[src/rtl/cpu7_mem_arbiter_if.sv]
// cpu7_mem_arbiter_if: core-side request bus and shared-memory port of the cpu7 memory arbiter
interface cpu7_mem_arbiter_if #(
    parameter int CORES  = 4,
    parameter int ADDR_W = 16,
    parameter int DATA_W = 16
);
    logic [CORES-1:0]        req;
    logic [CORES-1:0]        we;
    logic [CORES*ADDR_W-1:0] addr;
    logic [CORES*DATA_W-1:0] wdata;
    logic [CORES-1:0]        lock;
    logic [CORES-1:0]        ack;
    logic [DATA_W-1:0]       rdata;
    logic                    mem_en;
    logic                    mem_we;
    logic [ADDR_W-1:0]       mem_addr;
    logic [DATA_W-1:0]       mem_wdata;
    logic [DATA_W-1:0]       mem_rdata;
    logic [$clog2(CORES)-1:0] grant_id;
    logic                    busy;

    modport slave (
        input  req, we, addr, wdata, lock, mem_rdata,
        output ack, rdata, mem_en, mem_we, mem_addr, mem_wdata, grant_id, busy
    );

    modport master (
        output req, we, addr, wdata, lock, mem_rdata,
        input  ack, rdata, mem_en, mem_we, mem_addr, mem_wdata, grant_id, busy
    );
endinterface

[src/rtl/cpu7_mem_arbiter.sv]
// cpu7_mem_arbiter: round-robin arbiter serialising core accesses onto one memory port (optional bus lock via CPU7_ARB_LOCK_EN)
module cpu7_mem_arbiter #(
    parameter int CORES   = 4,
    parameter int ADDR_W  = 16,
    parameter int DATA_W  = 16,
    parameter int MEM_LAT = 1
) (
    input logic clk,
    input logic rst_n,
    cpu7_mem_arbiter_if.slave bus
);
    localparam int GW = $clog2(CORES);
    localparam int CW = $clog2(MEM_LAT + 1);

    typedef enum logic [1:0] {IDLE, ISSUE, WAIT, ACK} state_t;

    state_t           state, state_n;
    logic [GW-1:0]    last_grant, win;
    logic [CW-1:0]    cnt;
    logic             found, holds, lock_n;
    logic [CORES-1:0] elig, gsel;

    assign gsel = CORES'(1) << bus.grant_id;
    assign elig = holds ? (bus.req & gsel) : bus.req;

`ifdef CPU7_ARB_LOCK_EN
    logic lock_v;
    assign holds  = lock_v & bus.lock[bus.grant_id];
    assign lock_n = state == ACK ? bus.lock[bus.grant_id] : state == IDLE ? holds : lock_v;
    // lock holder flag; the holder's index is grant_id since the pointer stops on it
    always_ff @(posedge clk)
        lock_v <= rst_n ? lock_n : 1'b0;
`else
    assign holds  = 1'b0;
    assign lock_n = 1'b0;
`endif

    // round-robin search from last_grant+1 and next-state selection
    always_comb begin
        win   = '0;
        found = 1'b0;
        for (int i = CORES; i >= 1; i--) begin
            if (elig[(int'(last_grant) + i) % CORES]) begin
                win   = GW'((int'(last_grant) + i) % CORES);
                found = 1'b1;
            end
        end
        state_n = state == IDLE  ? (found ? ISSUE : IDLE) :
                  state == ISSUE ? WAIT :
                  state == WAIT  ? (cnt == CW'(1) ? ACK : WAIT) : IDLE;
    end

    // state, datapath and registered outputs
    always_ff @(posedge clk) begin
        if (!rst_n) begin
            state         <= IDLE;
            last_grant    <= GW'(CORES - 1);
            cnt           <= '0;
            bus.ack       <= '0;
            bus.rdata     <= '0;
            bus.mem_en    <= 1'b0;
            bus.mem_we    <= 1'b0;
            bus.mem_addr  <= '0;
            bus.mem_wdata <= '0;
            bus.grant_id  <= '0;
            bus.busy      <= 1'b0;
        end else begin
            state      <= state_n;
            bus.mem_en <= state_n == ISSUE;
            bus.busy   <= state_n != IDLE;
            bus.ack    <= state_n == ACK ? gsel : '0;
            if (state == IDLE && found) begin
                bus.grant_id  <= win;
                bus.mem_we    <= bus.we[win];
                bus.mem_addr  <= bus.addr[win*ADDR_W +: ADDR_W];
                bus.mem_wdata <= bus.wdata[win*DATA_W +: DATA_W];
            end
            if (state == ISSUE)
                cnt <= CW'(MEM_LAT);
            if (state == WAIT) begin
                cnt <= cnt - CW'(1);
                if (cnt == CW'(1) && !bus.mem_we)
                    bus.rdata <= bus.mem_rdata;
            end
            if (state == ACK && !lock_n)
                last_grant <= bus.grant_id;
        end
    end
endmodule
[src/flat_wrapper.sv]
// flat-port wrapper written by rule: the top's interface ports become plain ports
module cpu7_mem_arbiter_flat 
#(
    parameter int CORES   = 4,
    parameter int ADDR_W  = 16,
    parameter int DATA_W  = 16,
    parameter int MEM_LAT = 1
)
  (clk, rst_n, bus_req, bus_we, bus_addr, bus_wdata, bus_lock, bus_mem_rdata, bus_ack, bus_rdata, bus_mem_en, bus_mem_we, bus_mem_addr, bus_mem_wdata, bus_grant_id, bus_busy);
  cpu7_mem_arbiter_if #(.CORES(CORES), .ADDR_W(ADDR_W), .DATA_W(DATA_W)) bus_i ();
  input logic clk;
  input logic rst_n;
  input wire logic [$bits(bus_i.req)-1:0] bus_req;
  input wire logic [$bits(bus_i.we)-1:0] bus_we;
  input wire logic [$bits(bus_i.addr)-1:0] bus_addr;
  input wire logic [$bits(bus_i.wdata)-1:0] bus_wdata;
  input wire logic [$bits(bus_i.lock)-1:0] bus_lock;
  input wire logic [$bits(bus_i.mem_rdata)-1:0] bus_mem_rdata;
  output wire logic [$bits(bus_i.ack)-1:0] bus_ack;
  output wire logic [$bits(bus_i.rdata)-1:0] bus_rdata;
  output wire logic [$bits(bus_i.mem_en)-1:0] bus_mem_en;
  output wire logic [$bits(bus_i.mem_we)-1:0] bus_mem_we;
  output wire logic [$bits(bus_i.mem_addr)-1:0] bus_mem_addr;
  output wire logic [$bits(bus_i.mem_wdata)-1:0] bus_mem_wdata;
  output wire logic [$bits(bus_i.grant_id)-1:0] bus_grant_id;
  output wire logic [$bits(bus_i.busy)-1:0] bus_busy;
  assign bus_i.req = bus_req;
  assign bus_i.we = bus_we;
  assign bus_i.addr = bus_addr;
  assign bus_i.wdata = bus_wdata;
  assign bus_i.lock = bus_lock;
  assign bus_i.mem_rdata = bus_mem_rdata;
  assign bus_ack = bus_i.ack;
  assign bus_rdata = bus_i.rdata;
  assign bus_mem_en = bus_i.mem_en;
  assign bus_mem_we = bus_i.mem_we;
  assign bus_mem_addr = bus_i.mem_addr;
  assign bus_mem_wdata = bus_i.mem_wdata;
  assign bus_grant_id = bus_i.grant_id;
  assign bus_busy = bus_i.busy;
  cpu7_mem_arbiter #(.CORES(CORES), .ADDR_W(ADDR_W), .DATA_W(DATA_W), .MEM_LAT(MEM_LAT)) u_core (.clk(clk), .rst_n(rst_n), .bus(bus_i));
endmodule
[config.mk]
export PLATFORM = sky130hd
export DESIGN_NAME = cpu7_mem_arbiter_flat
export DESIGN_NICKNAME = d
export VERILOG_FILES = /design/src/rtl/cpu7_mem_arbiter_if.sv /design/src/rtl/cpu7_mem_arbiter.sv /design/src/flat_wrapper.sv
export SDC_FILE = /design/constraint.sdc
export NUM_CORES = 1
export LEC_CHECK = 0
export ABC_CLOCK_PERIOD_IN_PS = 2200
export CORE_ASPECT_RATIO = 1.5
export CORE_UTILIZATION = 35
export CTS_CLUSTER_DIAMETER = 50
export DETAILED_ROUTE_END_ITERATION = 6
export GPL_ROUTABILITY_DRIVEN = 0
export MAX_ROUTING_LAYER = met4
export PLACE_DENSITY = 0.78
export SLEW_MARGIN = 20
export SYNTH_ARGS = -nofsm -noshare
export SYNTH_HDL_FRONTEND = slang
export SYNTH_SLANG_ARGS = --single-unit
[constraint.sdc]
create_clock -name clk -period 2.2 [get_ports clk]
set_input_delay 0.44 -clock clk [delete_from_list [all_inputs] [get_ports clk]]
set_output_delay 0.44 -clock clk [all_outputs]
set_load 0.02 [all_outputs]
==> results.sh <==
export IMPL_status="finished clean"
export IMPL_worstPathArrival_ns=2.21
export IMPL_comb_power_share_pct=36.8
export IMPL_num_vias=3593
export IMPL_core_rowCount=42
export IMPL_p_leak_nw=2.34
export IMPL_htreeDepth=3
export IMPL_worst_pin_slew_ns=0.410
export IMPL_syn_num_nets=508
export IMPL_clkTransAtPathRegs_ns=0.05
export IMPL_hold_path_class="reg2reg"
export IMPL_drtAntennaViolNets=0
export IMPL_synth_cells=346
export IMPL_synth_top_family_by_area="compound AO/OA/AOI/OAI gates"
export IMPL_synth_common_cells="dfxtp_1 (62), mux2i_1 (54), nand2_1 (51)"
export IMPL_finalHoldViolations=0
export IMPL_path_class="in2reg"
export IMPL_synthTopCellsByArea="dfxtp_1 (39%), mux2i_1 (17%), a311oi_1 (7.6%), nand2_1 (5.9%), o221ai_1 (5.2%)"
export IMPL_synth_area_um2=3220
export IMPL_muxShareOfSynthArea_pct=16.8
export IMPL_fmax_mhz=498
export IMPL_initial_core_util_pct=36.3
export IMPL_syn_to_final_growth_pct=83.0
export IMPL_critPathLaunch="bus_req[1]"
export IMPL_rsz0062_at_grt="false"
export IMPL_postLayoutCoreUtil_pct=66.4
export IMPL_report_final_slew_viol_count=0
export IMPL_avgRoutedWirePerCell_um=16.7
export IMPL_holdWs_ns=0.451
export IMPL_io_buffer_count=210
export IMPL_ys_seq_area_share_pct=38.5
export IMPL_dieHeight_um=120
export IMPL_final_layout_size_suffix_gt1_share_pct=8.16
export IMPL_grt_pass1_wl_um=17300
export IMPL_grt_max_degree=24
export IMPL_powerDensity_nw_per_um2=834
export IMPL_routed_wl_um=11200
export IMPL_synth_area_leader_cell="dfxtp_1"
export IMPL_reg2reg_from="u_core.last_grant[1]$_SDFFE_PN1N_"
export IMPL_fp_coreArea_um2=8880
export IMPL_fin_setup_tns_ns=0
export IMPL_syn_avg_cell_area_um2=9.32
export IMPL_yosysUniqueCellTypes=39
export IMPL_grt_usage_pct=24.6
export IMPL_viasPerCell=5.33
export IMPL_p_int_mw=3.42
export IMPL_clockBufferDepth=2
export IMPL_synthArstFlopShare_pct=0
export IMPL_crit_fanout=7
export IMPL_cts_root_buf="clkbuf_16"
export IMPL_dieWidth_um=80.4
export IMPL_clock_skew_final_ns=0.00605
export IMPL_dp_hpwl_um=8530
export IMPL_synth_top_cell_area_share_pct=38.5
export IMPL_crit_end="u_core.bus.mem_addr[7]$_SDFFE_PN0P_"
export IMPL_grt_pass1_vias=3631
export IMPL_peakVddDrop_v=0.000484
export IMPL_swShare_pct=30.5
export IMPL_rrSetupSlack_ns=0.29
export IMPL_synth_compound_area_share_pct=21.2
export IMPL_synthAdderAreaFrac_pct=1.55
export IMPL_cts_resized=0
export IMPL_yosys_area_share_xor_xnor_pct=0
export IMPL_die_area_um2=9600
export IMPL_crit_required_ns=2.40
export IMPL_synth_edff_count=0
export IMPL_grt_ovfl_total=0
export IMPL_cp_end_kind="flop"
export IMPL_synthFlopType="dfxtp_1"
export IMPL_reg2regPathDepth=6
export IMPL_p_sw_mw=1.50
export IMPL_period_needed_ns=2.01
export IMPL_clk_latency_ns=0.33
export IMPL_r2r_end="u_core.bus.mem_addr[7]$_SDFFE_PN0P_"
export IMPL_clock_power_share_pct=33.5
export IMPL_slew_headroom_pct=72.7
export IMPL_drc=0
export IMPL_final_area_um2=5900
export IMPL_dpl_cell_area_um2=5550
export IMPL_setup_viol=0
export IMPL_cts_buffers=9
export IMPL_antenna_found_initial=0
export IMPL_holdBufCountCts=0
export IMPL_power_total_mw=4.92
export IMPL_seqPwrFrac_pct=29.7
export IMPL_io_pins=215
export IMPL_postCtsSetupBuffers=0
export IMPL_yosysWarnings=0
export IMPL_n_antenna_cell=0
export IMPL_drtPass1Iterations=4
export IMPL_synth_seq_cells=62
export IMPL_synth_most_common_cell="dfxtp_1"
export IMPL_final_nets=721
export IMPL_layout_worst_path_cycle_share_pct=91.2
export IMPL_clock_sinks=62
export IMPL_maxCapViolCount=0
export IMPL_cts_tree="yes"
export IMPL_drt_iter0_drc=144
export IMPL_cp_start_kind="input pin"
export IMPL_yosys_area_share_simple_pct=16.7
worst min path at each step:
stage,startpoint,endpoint,slack (ns),cells after the start
final,u_core.bus.rdata[10]$_SDFFE_PN0P_,u_core.bus.rdata[10]$_SDFFE_PN0P_,0.45,2
after global routing,u_core.bus.rdata[3]$_SDFFE_PN0P_,u_core.bus.rdata[3]$_SDFFE_PN0P_,0.48,2
after CTS,u_core.bus.rdata[10]$_SDFFE_PN0P_,u_core.bus.rdata[10]$_SDFFE_PN0P_,0.45,2
after detailed placement,u_core.bus.rdata[10]$_SDFFE_PN0P_,u_core.bus.rdata[10]$_SDFFE_PN0P_,0.44,2
after global placement,u_core.bus.rdata[15]$_SDFFE_PN0P_,u_core.bus.rdata[15]$_SDFFE_PN0P_,0.44,2
after floorplan,u_core.cnt$_SDFFE_PN0P_,u_core.cnt$_SDFFE_PN0P_,0.43,1
cells by family after synthesis:
| family | count (synthesis) |
|---|---|
| simple gates | 116 |
| compound gates | 77 |
| flops | 62 |
| buf+inv | 33 |
| fa+ha+maj | 4 |
| mux | 54 |
per-layer routing:
metal	vias to the layer above	part of all wire (%)	global-route usage, %
met5	-	0	-
met4	0	3.2	15.0
met3	27	8.3	5.40
met2	181	53	43.1
met1	1662	35	24.1
li1	1723	-	-
final cells by class:
class                      instances  area [um2]
clock buffer                      11         243
clock inverter                     5         106
fill                             732        2980
inverter                           3        11.3
multi-input combinational        251        1820
sequential                        62        1240
tap                              110         138
timing repair buffer             232        2340
metrics by stage:
step           worst slack [ns]  cells
3_3_place_gp            -0.0829    658
5_1_grt                  0.0987    674
4_1_cts                   0.202    674
3_5_place_dp             -0.139    658
6_report                  0.194    674
2_1_floorplan             0.435    346
flip-flops by register name (all words and copies together), names as in the netlist:
name                  cells
u_core.bus.ack            4
u_core.bus.mem_wdata     16
u_core.cnt                1
u_core.bus.grant_id       2
u_core.last_grant         2
u_core.bus.mem_en         1
u_core.bus.rdata         16
u_core.state              2
u_core.bus.mem_addr      16
u_core.bus.busy           1
u_core.bus.mem_we         1
placed cells by master (no fill, tap or decap), types with 2 or more instances in the layout:
master           netlist  routed
buf_12                 0       6
ha_1                   4       4
nor3_1                16      16
nor2_1                16      16
a21boi_1              10      10
clkbuf_16              0       9
buf_4                  4      16
nor3b_1                2       2
nand3_1               20      20
a311oi_1              28      28
mux2i_1               54      54
or2_1                  2       2
bufinv_16              0       3
nand2_1               51      51
o221ai_1              19      19
clkdlybuf4s50_1        0     209
nand2b_1               2       2
a21boi_0               6       6
o21a_1                 3       3
dfxtp_1               62      62
inv_1                  3       3
worst max-delay path, stage by stage:
cell and delay, ns:
clkdlybuf4s50_1 0.49, mux2i_1 0.28, o22ai_4 0.15, or2_1 0.24, buf_4 0.16, a311oi_1 0.35
a311oi_1 0.09
power by group through the flow:
stage                     Sequential [mW]  Combinational [mW]  Clock, mW
after floorplan                      1.71               0.664          0
after global placement               1.48                1.77          0
after detailed placement             1.48                1.80          0
after CTS                            1.47                1.82       1.68
after global routing                 1.49                1.93       1.72
final                                1.46                1.81       1.65
No activity file was read; power rests on OpenSTA's default activity.
